$ cat src/rtl/dpram_arbiter.sv
`default_nettype none
// ============================================================================
// Module   : dpram_arbiter
// Purpose  : Round-robin write/read arbitration onto a shared dual-port RAM,
//            with same-address read stall and tagged read-data return.
// Revision : 1.0  initial release
// ============================================================================
module dpram_arbiter #(
    parameter int NREQ   = 4,
    parameter int AW     = 5,
    parameter int DW     = 8,
    parameter int RD_LAT = 1
) (
    input  logic               clk,
    input  logic               rst,
    input  logic [NREQ-1:0]    req_wr,
    input  logic [NREQ*AW-1:0] req_wr_addr,
    input  logic [NREQ*DW-1:0] req_wr_data,
    output logic [NREQ-1:0]    gnt_wr,
    input  logic [NREQ-1:0]    req_rd,
    input  logic [NREQ*AW-1:0] req_rd_addr,
    output logic [NREQ-1:0]    gnt_rd,
    output logic [NREQ-1:0]    rsp_valid,
    output logic [DW-1:0]      rsp_data,
    output logic               wr_en,
    output logic [AW-1:0]      wr_addr,
    output logic [DW-1:0]      w_data,
    output logic               rd_en,
    output logic [AW-1:0]      rd_addr,
    input  logic [DW-1:0]      r_data
);

    localparam int c_ID_W = (NREQ > 1) ? $clog2(NREQ) : 1;

    logic              r_run;
    logic [c_ID_W-1:0] r_wptr;
    logic [c_ID_W-1:0] r_rptr;
    logic [RD_LAT:0]   r_tag_vld;
    logic [c_ID_W-1:0] r_tag_id [RD_LAT+1];

    logic [c_ID_W:0]   w_wr_pick;
    logic [c_ID_W:0]   w_rd_pick;
    logic [c_ID_W-1:0] w_wr_win;
    logic [c_ID_W-1:0] w_rd_win;
    logic [AW-1:0]     w_wr_addr;
    logic [DW-1:0]     w_wr_data;
    logic [AW-1:0]     w_rd_addr;
    logic              w_arb_en;
    logic              w_hazard;
    logic              w_wr_go;
    logic              w_rd_go;

    // Returns {found, index} of the first requester at or after ptr, cyclically.
    function automatic logic [c_ID_W:0] f_pick(input logic [NREQ-1:0] req,
                                               input logic [c_ID_W-1:0] ptr);
        logic [c_ID_W:0] v_pick;
        int              v_best;
        int              v_dist;
        v_pick = '0;
        v_best = NREQ;
        for (int i = 0; i < NREQ; i++) begin
            v_dist = (i + NREQ - int'(ptr)) % NREQ;
            if (req[i] && (v_dist < v_best)) begin
                v_best = v_dist;
                v_pick = {1'b1, c_ID_W'(i)};
            end
        end
        return v_pick;
    endfunction

    function automatic logic [c_ID_W-1:0] f_next(input logic [c_ID_W-1:0] idx);
        return (int'(idx) == NREQ - 1) ? '0 : idx + c_ID_W'(1);
    endfunction

    assign w_wr_pick = f_pick(req_wr, r_wptr);
    assign w_rd_pick = f_pick(req_rd, r_rptr);
    assign w_wr_win  = w_wr_pick[c_ID_W-1:0];
    assign w_rd_win  = w_rd_pick[c_ID_W-1:0];
    assign w_wr_addr = req_wr_addr[int'(w_wr_win)*AW +: AW];
    assign w_wr_data = req_wr_data[int'(w_wr_win)*DW +: DW];
    assign w_rd_addr = req_rd_addr[int'(w_rd_win)*AW +: AW];

    // r_run keeps grants off for the whole first cycle after a sampled reset.
    assign w_arb_en = rst & r_run;
    assign w_hazard = w_wr_pick[c_ID_W] & w_rd_pick[c_ID_W] & (w_wr_addr == w_rd_addr);
    assign w_wr_go  = w_arb_en & w_wr_pick[c_ID_W];
    assign w_rd_go  = w_arb_en & w_rd_pick[c_ID_W] & ~w_hazard;

    assign gnt_wr    = w_wr_go ? (NREQ'(1) << w_wr_win) : '0;
    assign gnt_rd    = w_rd_go ? (NREQ'(1) << w_rd_win) : '0;
    assign rsp_valid = (rst & r_tag_vld[RD_LAT]) ? (NREQ'(1) << r_tag_id[RD_LAT]) : '0;
    assign rsp_data  = r_data;

    always_ff @(posedge clk) begin
        if (!rst) begin
            r_run   <= 1'b0;
            r_wptr  <= '0;
            r_rptr  <= '0;
            wr_en   <= 1'b0;
            wr_addr <= '0;
            w_data  <= '0;
            rd_en   <= 1'b0;
            rd_addr <= '0;
        end else begin
            r_run <= 1'b1;
            wr_en <= w_wr_go;
            rd_en <= w_rd_go;
            if (w_wr_go) begin
                wr_addr <= w_wr_addr;
                w_data  <= w_wr_data;
                r_wptr  <= f_next(w_wr_win);
            end
            if (w_rd_go) begin
                rd_addr <= w_rd_addr;
                r_rptr  <= f_next(w_rd_win);
            end
        end
    end

    // Stage 0 lines up with rd_en at the RAM pin; the last stage with r_data.
    always_ff @(posedge clk) begin
        if (!rst) begin
            r_tag_vld <= '0;
            for (int k = 0; k <= RD_LAT; k++) begin
                r_tag_id[k] <= '0;
            end
        end else begin
            r_tag_vld[0] <= w_rd_go;
            r_tag_id[0]  <= w_rd_win;
            for (int k = 1; k <= RD_LAT; k++) begin
                r_tag_vld[k] <= r_tag_vld[k-1];
                r_tag_id[k]  <= r_tag_id[k-1];
            end
        end
    end

endmodule
`default_nettype wire

$ cat config.mk
export PLATFORM = sky130hd
export DESIGN_NAME = dpram_arbiter
export DESIGN_NICKNAME = d
export VERILOG_FILES = /design/src/rtl/dpram_arbiter.sv
export SDC_FILE = /design/constraint.sdc
export NUM_CORES = 1
export LEC_CHECK = 0
export ABC_AREA = 1
export BUFFER_PORTS_ARGS = -buffer_cell sky130_fd_sc_hd__buf_4
export CAP_MARGIN = 10
export CORE_ASPECT_RATIO = 1.25
export CORE_MARGIN = 5
export CORE_UTILIZATION = 43
export CTS_CLUSTER_DIAMETER = 100
export CTS_CLUSTER_SIZE = 10
export DETAILED_ROUTE_END_ITERATION = 12
export PLACE_DENSITY = 0.78
export SETUP_SLACK_MARGIN = 0.05
export SYNTH_ARGS = -nofsm -noshare
export SYNTH_HDL_FRONTEND = slang
export SYNTH_SLANG_ARGS = --single-unit
$ cat constraint.sdc
create_clock -name clk -period 8.1 [get_ports clk]
set_input_delay 2.43 -clock clk [delete_from_list [all_inputs] [get_ports clk]]
set_output_delay 2.43 -clock clk [all_outputs]
set_load 0.02 [all_outputs]
==> results.cfg <==
[run_status]
status = completed

[logic_synthesis]
syn-cell-area_um2 = 2390
synth.yosys.seq_area_share_pct = 25.1
ys_warn_count = 0
netlist_instances = 389
synth.lib_cells_used.distinct = 28
post_synth.cell_area_avg_um2 = 6.15
postSynthRegisterBits = 30
syn-num-nets = 491

[pwr]
totalPowerFinal_mw = 0.725
clock_power_share_pct = 17.2
switching_power_mw = 0.319
seq_power_share_pct = 25.5
internal_power_mw = 0.406
p_comb_share_pct = 57.3
peakVddDrop_mv = 0.106
switching_share_pct = 44.0
p_per_area_nw_per_um2 = 212
power_leakage_nw = 1.85

[cts]
htree_num_levels = 2
clk_transition_reported_paths_ps = 70
cts_root_buffer = sky130_fd_sc_hd__clkbuf_8
worst_skew_pair.late_latency_ps = 280
numClockSinks = 30
largest_buffer_count_on_any_clock_path = 2
tritoncts = done
number_of_buffers_created_by_cts = 5
hold_buffers = 0

[critical_path]
regToRegStartpoint = r_wptr[0]
worstPathArrival_ps = 5360
cpMostUsedCell = sky130_fd_sc_hd__nand2_1
critPathMaxStageDelay_ps = 280
worstSetupEndpointType = primary output
timing.critical_path.fanout_max = 12
worstSetupPathType = in -> out
worstPathRequired_ps = 5670
crit_path_top_delay_cell = sky130_fd_sc_hd__ha_1
critPathTopFamily = simple AND/OR/NAND/NOR gates
buf_inv_on_cp = 5
worst_setup_path_startpoint = req_rd[0]
worstSetupStartpointType = input pin

[timing]
period_minus_slack_ps = 7790
timing_worst_slew_pin_value_ps = 610
finalHoldViolations = 0
fin_worst_skew_ps = 5.34
fin_hold_ws_ps = 418
max_freq_mhz = 128
final_cycle_utilization_of_the_critical_path_pct = 96.2
max-slew-margin-rel_pct = 59.3
report.final.slew_viol_count = 0
setup_viol = 0

[final_layout]
post_route_cells_drive_above_1_share_pct = 34.9
multi_input_area_um2 = 1480
filler_cells_inserted = 513
syn_to_final_growth_pct = 43.0
commonest_cells_after_routing_fill_and_taps_aside = 127 x sky130_fd_sc_hd__buf_4, 97 x sky130_fd_sc_hd__nand2_1, 50 x sky130_fd_sc_hd__inv_1
num_antenna_cells = 0
post-route-cell-area_um2 = 3420
layout.area.seq_um2 = 601
layout.cells.most_common = sky130_fd_sc_hd__buf_4
layout.nets = 603

[placed_design]
placement.cell_area_um2 = 3220
detailed_placement_hpwl_mm = 5.43
routabilityCongestion = 0.896
input_output_buffers = 113

[floorplanning]
fp.dieH_um = 93.4
die-width_um = 76.7
row_cnt = 30
initial_utilization_pct = 44.3
core_area_um2 = 5410
design.portCount = 130
dieArea_um2 = 7170

[global_route]
grt_overflow = 0
grt_pass1_wl_mm = 10.8
grt_util_all_layers_pct = 18.1
grt_pass1_vias = 2568
antenna_violations_before_repair = 0
grt_start_max_net_pins = 30

[min_path]
worst_hold_startpoint = r_tag_id[0][1]
min-delay-path-class = reg -> reg

[detailed_routing]
antenna_violating_nets_post_route = 0
vias = 2788
viasPerCell = 4.93
drt_drc_violations_left = 0
detailedRoute.firstPassIterationCount = 4
wl_per_cell_um = 12.1
detail_route.iter0.violations = 115
drt-total-wl_mm = 6.84

[flow_run]
timing.max_cap.violations = 0
path summary, 6_finish.rpt:
kind | endpoint | slack, ps | depth (start not counted)
setup reg to reg | wr_addr[3] | 4410 | 23
setup / recovery | gnt_rd[1] | 310 | 29
hold reg to reg | r_tag_id[0][3] | 420 | 2
hold / removal | r_tag_id[0][3] | 420 | 2
cell usage after synthesis (all sizes together):
| master | instances | share of area, % |
|---|---|---|
| nand2 | 109 | 18 |
| o21ai | 42 | 8.8 |
| nor3 | 4 | 0.84 |
| ha | 12 | 6.3 |
| o2111ai | 6 | 2.5 |
| buf | 15 | 4.9 |
| xnor2 | 2 | 0.73 |
| clkbuf | 8 | 1.3 |
| dfxtp | 30 | 25 |
| inv | 57 | 8.9 |
| nand3 | 30 | 8.3 |
| a21oi | 7 | 1.5 |
| nor2 | 58 | 11 |
| o22ai | 8 | 2.1 |
| clkinv | 1 | 0.16 |
kinds of logic after synthesis:
kind of cell	after synthesis	share of synthesized area (%)
compound gates	63	14.8
xor+xnor	2	0.732
fa+ha+maj	12	6.27
buf+inv	81	15.2
flops	30	25.1
simple gates	201	37.9
worst reg2reg max path: cells and delay by family, from the launching register on:
family                     cells  cell delay, ps
buffers and inverters          5             620
adders and majority gates      2             570
and+or+nand+nor               10            1340
AOI/OAI and AO/OA              6             640
DFF                            1             400
state kept, by name, summed over array words and instances (netlist names):
signal / cells
w_data: 8
rd_addr: 5
wr_addr: 5
r_tag_id: 4
r_rptr: 2
r_tag_vld: 2
r_wptr: 2
r_run: 1
wr_en: 1
layer usage:
layer  vias to the layer above  routed length (µm)  GRT usage, %
li1                       1447                   -             -
met1                      1221                2530          18.1
met2                       104                3540          33.4
met3                        16                 633          8.00
met4                         0                 140          5.25
met5                         -                   0             0
power groups by stage:
stage                     Combinational [mW]  Clock (mW)  Sequential [mW]
after floorplan                        0.266           0            0.206
after global placement                 0.388           0            0.188
after detailed placement               0.395           0            0.188
after CTS                              0.396       0.128            0.185
after global routing                   0.466       0.136            0.188
final                                  0.416       0.125            0.185
layout make-up:
type                            instances  area share, %
Timing Repair Buffer                  127           27.9
Inverter                               58           6.36
Clock buffer                            6           2.41
Multi-Input combinational cell        279           43.1
Clock inverter                          2          0.365
Tap cell                               64           2.34
Sequential cell                        30           17.5
through the flow:
stage          TNS (ps)  worst slack (ps)  cells  utilization [%]
2_1_floorplan         0               320    389                -
3_3_place_gp          0               185    549             59.6
3_5_place_dp          0              88.2    549             59.6
4_1_cts               0              77.4    557             61.3
5_1_grt           -28.0             -8.56    566             63.3
6_report              0               307    566             63.3
what timing repair did:
item,CTS,global route
buffers inserted,0,8
gates resized for setup,0,12
hold endpoints to repair,0,0
endpoints found under the setup margin,0,7
Power figures use the tool's default switching activity.
